==> src/rtl/div_unit.sv <==
// Iterative radix-2 restoring divider for DIV/DIVU.
// Produces {remainder, quotient} for the HI/LO register with a one-cycle strobe.
module div_unit #(
    parameter int WIDTH = 32,
    parameter int CNT_W = 6
) (
    input  logic               clk,
    input  logic               resetn,
    input  logic               start,
    input  logic               signed_div,
    input  logic [WIDTH-1:0]   opdata1,
    input  logic [WIDTH-1:0]   opdata2,
    input  logic               annul,
    output logic               busy,
    output logic               ready,
    output logic [2*WIDTH-1:0] result
);

    typedef enum logic [1:0] {
        IDLE,
        DIVZERO,
        ON,
        END
    } state_t;

    state_t             state;
    state_t             state_nxt;
    logic [CNT_W-1:0]   cnt;
    logic [WIDTH-1:0]   dvd;
    logic [WIDTH-1:0]   dsr;
    logic [WIDTH-1:0]   rem;
    logic               q_neg;
    logic               r_neg;

    logic               op1_neg;
    logic               op2_neg;
    logic [WIDTH-1:0]   mag1;
    logic [WIDTH-1:0]   mag2;
    logic               accept;
    logic               last;
    logic [WIDTH:0]     trial;
    logic [WIDTH+1:0]   diff;
    logic               step_neg;
    logic [WIDTH-1:0]   rem_step;
    logic [WIDTH-1:0]   dvd_step;
    logic [WIDTH-1:0]   q_fix;
    logic [WIDTH-1:0]   r_fix;
    logic               diff_unused;

    assign op1_neg = signed_div & opdata1[WIDTH-1];
    assign op2_neg = signed_div & opdata2[WIDTH-1];
    assign mag1    = op1_neg ? (-opdata1) : opdata1;
    assign mag2    = op2_neg ? (-opdata2) : opdata2;
    assign accept  = (state == IDLE) & start & ~annul;
    assign last    = (cnt == CNT_W'(WIDTH - 1));

    // Shifted partial remainder is WIDTH+1 bits; the extra top bit
    // of the difference acts as the borrow of the trial subtract.
    assign trial       = {rem, dvd[WIDTH-1]};
    assign diff        = {1'b0, trial} - {2'b00, dsr};
    assign step_neg    = diff[WIDTH+1];
    assign diff_unused = diff[WIDTH];
    assign rem_step    = step_neg ? trial[WIDTH-1:0] : diff[WIDTH-1:0];
    assign dvd_step    = {dvd[WIDTH-2:0], ~step_neg};

    assign q_fix = q_neg ? (-dvd_step) : dvd_step;
    assign r_fix = r_neg ? (-rem_step) : rem_step;

    assign busy  = accept | (state == DIVZERO) | (state == ON);
    assign ready = (state == END);

    always_ff @(posedge clk or negedge resetn) begin
        if (!resetn) begin
            state <= IDLE;
        end else begin
            state <= state_nxt;
        end
    end

    always_comb begin
        state_nxt = state;
        unique case (state)
            IDLE: begin
                if (start && !annul) begin
                    state_nxt = (opdata2 == '0) ? DIVZERO : ON;
                end
            end
            DIVZERO: state_nxt = annul ? IDLE : END;
            ON: begin
                if (annul) begin
                    state_nxt = IDLE;
                end else if (last) begin
                    state_nxt = END;
                end
            end
            END: state_nxt = IDLE;
        endcase
    end

    always_ff @(posedge clk or negedge resetn) begin
        if (!resetn) begin
            cnt    <= '0;
            dvd    <= '0;
            dsr    <= '0;
            rem    <= '0;
            q_neg  <= 1'b0;
            r_neg  <= 1'b0;
            result <= '0;
        end else begin
            unique case (state)
                IDLE: begin
                    if (accept && (opdata2 != '0)) begin
                        dvd   <= mag1;
                        dsr   <= mag2;
                        rem   <= '0;
                        cnt   <= '0;
                        q_neg <= op1_neg ^ op2_neg;
                        r_neg <= op1_neg;
                    end
                end
                DIVZERO: begin
                    if (!annul) begin
                        result <= '0;
                    end
                end
                ON: begin
                    if (!annul) begin
                        rem <= rem_step;
                        dvd <= dvd_step;
                        cnt <= cnt + CNT_W'(1);
                        if (last) begin
                            result <= {r_fix, q_fix};
                        end
                    end
                end
                END: ;
            endcase
        end
    end

endmodule

==> config.mk <==
export PLATFORM = sky130hd
export DESIGN_NAME = div_unit
export DESIGN_NICKNAME = d
export VERILOG_FILES = /design/src/rtl/div_unit.sv
export SDC_FILE = /design/constraint.sdc
export NUM_CORES = 1
export LEC_CHECK = 0
export ABC_AREA = 0
export BUFFER_PORTS_ARGS = -buffer_cell sky130_fd_sc_hd__buf_2
export CAP_MARGIN = 20
export CORE_UTILIZATION = 40
export DETAILED_ROUTE_END_ITERATION = 7
export GPL_ROUTABILITY_DRIVEN = 0
export PLACE_DENSITY_LB_ADDON = 0.15
export SYNTH_ARGS = -nofsm -noshare
export SYNTH_HDL_FRONTEND = slang
export SYNTH_SLANG_ARGS = --single-unit
==> constraint.sdc <==
create_clock -name clk -period 5.7 [get_ports clk]
set_input_delay 1.14 -clock clk [delete_from_list [all_inputs] [get_ports clk]]
set_output_delay 1.14 -clock clk [all_outputs]
set_load 0.005 [all_outputs]
Word-level counts from Yosys, hierarchy flattened
Index checks and enable logic that the tools add are counted.
{ "totals": {"input_bits": 69, "wordCells": 69, "out_inout_bits": 66, "ff_bits": 170} }
{ "classes": {"eq_ne": 10, "muxes": 24, "n_reduce_logical": 12, "n_addsub": 6, "n_bitwise": 9} }
{ "ops": {"columns": ["cell", "n"], "rows": [
  ["two-way mux 32 bit", 9],
  ["two-way mux 64 bit", 3],
  ["negation 32 bit", 4],
  ["case mux 32 bit (2 select lines)", 2],
  ["case mux 64 bit (2 select lines)", 1],
  ["subtractor 33 x 32 -> 34 bit", 1],
  ["logical NOT 32 bit", 1],
  ["nonzero test 32 bit", 1],
  ["two-way mux 6 bit", 2],
  ["case mux 6 bit (2 select lines)", 1],
  ["two-way mux 2 bit", 5],
  ["case mux 2 bit (4 select lines)", 1],
  ["adder 6 x 1 -> 6 bit (second input constant)", 1],
  ["equality test 6 x 5 -> 1 bit (second input constant)", 1],
  ["!= test 2 bit (second input constant)", 3],
  ["bitwise AND 1 bit", 4],
  ["equality test 2 bit (second input constant)", 2],
  ["!= test 2 x 1 -> 1 bit (second input constant)", 2],
  ["AND reduction 2 bit", 2],
  ["AND reduction 4 bit", 1],
  ["nonzero test 2 bit", 2],
  ["!= test 3 bit (second input constant)", 1],
  ["AND reduction 3 bit", 1],
  ["equality test 2 x 1 -> 1 bit (second input constant)", 1],
  ["other kinds (6)", 9]
]} }

Logic depth before layout (Yosys ltp)
Gate-level depths: netlist (run 1).
{ "depth": {"depth_word": 7, "mapped_depth": 22, "ltp_nobuf": 17} }

Worst setup path after synthesis (run 1)
Ideal clock, no wire load.
{ "synth_path": {"path_type": "register -> register", "from": "reg rem[14]", "to": "reg result[28]", "slack_ns": 1.032, "n_path_buf": 4, "setup_time_ns": 0.121, "path_stages_with_launch": 21, "period_less_slack_ns": 4.668, "arrival_time_ns": 4.547, "required_ns": 5.579, "path_cell_list": "dfrtp_1 > ha_1 > buf_6 > and2_1 > and3_4 > a21o_1 > a221o_1 > or2_4 > inv_2 > buf_4 > clkbuf_1 > clkbuf_1 > ha_1 > nand2b_1 > or4_1 > or3_1 > o21ai_1 > o21ai_0 > a21oi_1 > xnor2_1 > a22o_1"} }
{ "synth_via": {"elab_chain_cells": 7} }
{ "synth_rtl": {"columns": ["item", "line", "source"], "rows": [
  ["from (decl)", "31", "logic [WIDTH-1:0] rem;"],
  ["from (signal assigned)", "128", "rem <= rem_step;"],
  ["subtractor 33 x 32 -> 34 bit", "60", "assign diff = {1'b0, trial} - {2'b00, dsr};"],
  ["NOT 1 bit", "64", "assign dvd_step = {dvd[WIDTH-2:0], ~step_neg};"],
  ["negation 32 bit", "66", "assign q_fix = q_neg ? (-dvd_step) : dvd_step;"],
  ["two-way mux 32 bit", "66", null],
  ["two-way mux 64 bit", "131", "if (last) begin"],
  ["two-way mux 64 bit", "127", "if (!annul) begin"],
  ["case mux 64 bit (2 select lines)", "110", "unique case (state)"],
  ["to (signal assigned)", "132", "result <= {r_fix, q_fix};"],
  ["to (decl)", "16", "output logic [2*WIDTH-1:0] result"]
]} }
No other way between the ends. The select of a mux whose other input is x is not followed.
A chain may end at the register's enable or synchronous reset.

Final worst setup path (run 1)
{ "layout_path": {"from": "reg rem[19]", "to": "reg result[28]"} }
Same word-level chain as after synthesis.

==> impl_metrics.ini, run 1 <==
[die]
fp.dieH_um = 177
rows = 63
coreArea_sq_um = 29800
floorplan.initialDensity_pct = 41.0
num_io_pins = 135
die-area_sq_um = 31200
dieWidth_um = 177

[timing]
tightest_slew_ps = 1080
drv_slew = 0
fin_ws_ps = 832
hold_violations = 0
tns_ps = 0
setup_viol_count_final = 0
fmax_mhz = 205
fin_crit_sh_pct = 85.4
grt_setup_unrepaired = false
fin_skew_ps = 19.5
slew_headroom_pct = 27.7
period_needed_ps = 4870

[min_path]
holdPathEnd = cnt[1]$_DFFE_PN0P_
min_from = cnt[1]$_DFFE_PN0P_
min_path_type = flip-flop to flip-flop
min_delay_path_depth = 2

[clocking]
clk_latency_ps = 450
tritoncts.num_buffers = 17
htreeDepth = 4
post_cts_resized = 0
cts_tree = yes
cts.sinks = 170
clkTransAtPathRegs_ps = 80
hold_buffers = 0
clk_path_buf_depth = 2
root_buffer = clkbuf_16
post_cts_buffers = 0

[logic_synthesis]
ys_ff_latch = 170
synth_area_sq_um = 12200
synth.net_count = 1577
synth_ff_type = dfrtp_1
seq_area_frac_synth_pct = 34.9
synth_edf_count = 0
synth.avg_cell_area_sq_um = 8.33
synth_warnings = 0
synth.distinct_cells = 85
netlist_instances = 1465
async_flop_share_pct = 100

[drt]
drt_pass1_iterations = 5
via_per_inst = 5.70
via_count = 11100
wl_mm = 36.5
drt-wirelength-per-cell_um = 18.7
drtIter0Drc = 902
drc = 0
ant_nets = 0

[grt]
grt_first_pass_wirelength_mm = 57.9
antenna_found_initial = 1
grt_overflow = 0
grt_pass1_vias = 10400
grt_max_degree = 94
track_usage_pct = 23.8

[critical_path]
r2r_cells = 16
crit_slowest_cell = or4_1
cp.required_ps = 6030
worstSetupPathType = flip-flop to flip-flop
cp.arrival_ps = 5200
endpoint_kind = flip-flop
crit_path_cell_trace = ha_1 -> a21oi_4 -> o21ai_4 -> a21o_1 -> a221o_1 -> or2_4 -> inv_2 -> ha_1 -> nand2b_1 -> or4_1 -> or3_1 -> o21ai_1 -> o21ai_0 -> a21oi_1 -> xnor2_1 -> a22o_1
startpoint_type = flip-flop
critPathMostFrequentCell = ha_1
crit_fanout = 21
r2r_slack_ps = 830
cp_slowest_stage_delay_ps = 500
rr_startpoint = rem[19]$_DFFE_PN0P_
rr_endpoint = result[28]$_DFFE_PN0P_

[finish]
multi_input_area_sq_um = 7370
n_fill_cell = 3046
regArea_sq_um = 4250
final_layout_size_suffix_gt1_share_pct = 14.3
syn_to_final_growth_pct = 12.5
antenna_cells = 0
nNetsFinal = 1659

[run]
cap_violations = 0

[pwr]
ir_worst_vdd_mv = 0.395
power.density_nw_per_um2 = 472
p_leak_nw = 6.25

[placed_design]
dp_worst_setup_slack_ps = 881
portBuffers = 134
dp_hpwl_mm = 27.3

[run_status]
status = completed
-- worst max path at each step --
stage	slack (ps)	cells after the start	endpoint	from
global placement	970	16	result[28]$_DFFE_PN0P_	rem[14]$_DFFE_PN0P_
finish	830	16	result[28]$_DFFE_PN0P_	rem[19]$_DFFE_PN0P_
CTS	850	16	result[28]$_DFFE_PN0P_	rem[19]$_DFFE_PN0P_
global route	470	16	result[28]$_DFFE_PN0P_	rem[21]$_DFFE_PN0P_
detailed placement	880	16	result[28]$_DFFE_PN0P_	rem[17]$_DFFE_PN0P_
floorplan	1030	20	result[28]$_DFFE_PN0P_	rem[14]$_DFFE_PN0P_
-- layout make-up --
cell class              instances  area share, %
clock buffers                  17           3.10
flip-flops and latches        170           31.0
well taps                     390           3.55
multi-input cells            1152           53.7
repair buffers                144           5.66
clock inverters                15           1.31
inverters                      62           1.69
-- state kept, by name, indices dropped and copies added, names as in the netlist --
name    flops
dsr        32
cnt         6
result     64
q_neg       1
r_neg       1
dvd        32
state       2
rem        32
-- cells in the mapped netlist, types with 4 or more instances --
master / count / share of area (%)
xor2_1: 55 / 3.9
a311oi_1: 4 / 0.29
buf_6: 5 / 0.46
nand2b_1: 9 / 0.46
o21a_1: 5 / 0.31
o211ai_1: 11 / 0.68
and3_1: 7 / 0.36
clkbuf_1: 51 / 1.6
o21ai_0: 122 / 5.0
or4_1: 18 / 1.1
nand4_1: 4 / 0.21
o41ai_1: 8 / 0.57
buf_1: 5 / 0.15
a31oi_1: 16 / 0.82
mux2i_1: 14 / 1.1
o41ai_2: 4 / 0.53
nor3_1: 41 / 1.7
or3_1: 12 / 0.62
xnor2_1: 85 / 6.1
a21oi_1: 117 / 4.8
nor2b_1: 6 / 0.31
o21ai_1: 4 / 0.16
mux2_2: 4 / 0.37
a21o_1: 15 / 0.92
and2_1: 10 / 0.51
inv_1: 60 / 1.8
nand2_1: 209 / 6.4
nand3_1: 40 / 1.6
a211oi_1: 10 / 0.62
or2_2: 5 / 0.26
nor4_1: 16 / 0.82
ha_1: 42 / 4.3
a22o_1: 66 / 4.7
buf_2: 17 / 0.70
dfrtp_1: 170 / 35
o31ai_1: 30 / 1.8
nor2_1: 96 / 3.0
-- through the flow --
step / utilization [%] / cells / area, sq um / hold WS [ps] / total power [mW]
3_5_place_dp: 44.1 / 1918 / 13100 / 488 / 5.27
3_3_place_gp: 44.1 / 1918 / 13100 / 484 / 5.24
2_1_floorplan: - / 1465 / 12200 / 463 / 4.32
4_1_cts: 46.1 / 1950 / 13700 / 503 / 6.50
5_1_grt: 46.1 / 1950 / 13700 / 513 / 6.97
6_report: 46.1 / 1950 / 13700 / 497 / 6.48
-- report_power, final --
group	total [mW]	internal (mW)	switching, mW
clock network	1.22	0.630	0.586
registers	1.97	1.62	0.353
logic	3.29	1.27	2.02
-- worst max-delay path, delay by kind of cell, from the launching register on --
kind                       cells  cell delay [ps]
AOI/OAI and AO/OA              8             1850
and+or+nand+nor                4             1380
adders and majority gates      2              700
DFF                            1              430
buffers and inverters          1              320
xor gates and xnor gates       1               80
-- cell families after synthesis --
logic type / count (synthesis) / synth area share (%)
XOR/XNOR: 140 / 10.0
adder cells (fa/ha/maj): 43 / 4.47
flip-flops: 170 / 34.9
AO/OA/AOI/OAI: 454 / 24.9
AND/OR/NAND/NOR: 496 / 19.1
multiplexers: 19 / 1.64
buffers and inverters: 143 / 4.97
-- placed cells by master, fill, tap and decap left out, drive strengths merged, types with 20 or more instances in the layout --
cell type / n
xnor2: 85
nor2: 97
dfrtp: 170
inv: 67
xor2: 55
a21oi: 121
nand3: 40
ha: 42
o21ai: 128
a22o: 66
o31ai: 34
buf: 144
or4: 20
nor3: 43
nand2: 211
-- per-layer routing --
layer	GRT usage (%)	wire [um]	up-vias
li1	-	-	5427
met1	34.0	17500	5295
met2	36.6	16200	327
met3	3.74	1780	68
met4	7.65	920	0
met5	0	0	-
No activity file was read; power rests on OpenSTA's default activity.
==> inputs of run 2 (changes only) <==
- BUFFER_PORTS_ARGS: -buffer_cell sky130_fd_sc_hd__buf_2 -> -buffer_cell sky130_fd_sc_hd__clkbuf_2
==> impl_metrics.ini, run 2 (same netlist as run 1, synthesis figures left out) <==
[timing]
fin_ws_ps = 850
period_needed_ps = 4850
hold_ws_ps = 509
tightest_slew_ps = 865
fin_skew_ps = 16.4
grt_setup_unrepaired = false
setup_viol_count_final = 0
fin_crit_sh_pct = 85.1
fmax_mhz = 206
slew_headroom_pct = 42.3
tns_ps = 0
hold_violations = 0
drv_slew = 0

[run]
cap_violations = 0

[clocking]
htreeDepth = 4
post_cts_resized = 0
clk_latency_ps = 450
tritoncts.num_buffers = 17
hold_buffers = 0
cts_tree = yes
root_buffer = clkbuf_16
clk_path_buf_depth = 2
clkTransAtPathRegs_ps = 80
cts.sinks = 170
post_cts_buffers = 0

[critical_path]
rr_startpoint = rem[17]$_DFFE_PN0P_
cp.arrival_ps = 5190
cp.required_ps = 6040
worstSetupPathType = flip-flop to flip-flop
rr_endpoint = result[28]$_DFFE_PN0P_
startpoint = rem[17]$_DFFE_PN0P_
endpoint_kind = flip-flop
r2r_cells = 16
startpoint_type = flip-flop
crit_fanout = 18
r2r_slack_ps = 850

[finish]
multi_input_area_sq_um = 7370
final_layout_size_suffix_gt1_share_pct = 14.4
regArea_sq_um = 4250
fin_area_sq_um = 13700
nNetsFinal = 1661
antenna_cells = 0
syn_to_final_growth_pct = 12.5
mostFrequentLayoutCells = nand2_1 (209), dfrtp_1 (170), clkbuf_2 (133)
regMostFlops = result
n_fill_cell = 3038
finalCoreUtilization_pct = 46.1
final_common_cell = nand2_1
largest_reg_flops = 64

[placed_design]
dp_hpwl_mm = 27.3
dp_worst_setup_slack_ps = 906
portBuffers = 134
placed_cell_area_sq_um = 13100

[min_path]
min_from = result[57]$_DFFE_PN0P_
min_delay_path_depth = 1
holdPathEnd = result[57]$_DFFE_PN0P_
min_path_type = flip-flop to flip-flop

[grt]
grt_pass1_vias = 10500
antenna_found_initial = 0
grt_overflow = 0
grt_max_degree = 118
grt_first_pass_wirelength_mm = 59.8
track_usage_pct = 24.4

[drt]
ant_nets = 0
drc = 0
drt-wirelength-per-cell_um = 18.9
wl_mm = 36.9
drt_pass1_iterations = 6
drtIter0Drc = 982
via_per_inst = 5.73
via_count = 11200

[die]
floorplan.initialDensity_pct = 41.0
fp.dieH_um = 177
dieWidth_um = 177
die-area_sq_um = 31200
coreArea_sq_um = 29800
rows = 63
num_io_pins = 135

[pwr]
power.density_nw_per_um2 = 472
p_leak_nw = 6.24
ir_worst_vdd_mv = 0.375

[run_status]
status = completed
run 2: where the power goes:
part           internal [mW]  switching [mW]  total (mW)
sequential              1.62           0.364        1.98
combinational           1.26            2.03        3.29
clock                  0.594           0.607        1.20
run 2: final cells by class:
type	count	share of cell area [%]
sequential	170	31.0
inverter	62	1.70
clock inverter	15	1.28
clock buffer	17	3.10
timing repair buffer	146	5.68
tap	390	3.55
multi-input combinational	1152	53.7
run 2: worst max-delay path by stage:
| stage | end | slack (ps) | cells past startpoint |
|---|---|---|---|
| floorplan | result[28]$_DFFE_PN0P_ | 1030 | 20 |
| detailed placement | result[28]$_DFFE_PN0P_ | 910 | 16 |
| global route | result[28]$_DFFE_PN0P_ | 520 | 16 |
| CTS | result[28]$_DFFE_PN0P_ | 900 | 16 |
| finish | result[28]$_DFFE_PN0P_ | 850 | 16 |
| global placement | result[28]$_DFFE_PN0P_ | 1010 | 16 |
run 2: worst max-delay path, cell delays in order (launching register included):
cell and delay, ps:
dfrtp_1 460, ha_1 430, a21oi_2 250, o21ai_4 100, a21o_1 220, a221o_1 400, or2_4 360, inv_2 310
ha_1 230, nand2b_1 110, or4_1 500, or3_1 420, o21ai_1 300, o21ai_0 200, a21oi_1 180, xnor2_1 80
a22o_1 190
run 2: through the flow:
| stage | power [mW] | instances |
|---|---|---|
| after CTS | 6.49 | 1952 |
| after global routing | 7.00 | 1952 |
| after global placement | 5.23 | 1920 |
| after detailed placement | 5.28 | 1920 |
| after floorplan | 4.32 | 1465 |
| final | 6.48 | 1952 |
run 2: routing by layer:
metal	up-vias	wire, um	share of wire [%]	global-route usage, %
li1	5419	-	-	-
met1	5351	17600	48	35.5
met2	368	16400	44	37.7
met3	52	1970	5.3	2.77
met4	0	944	2.6	7.72
met5	-	0	0	0
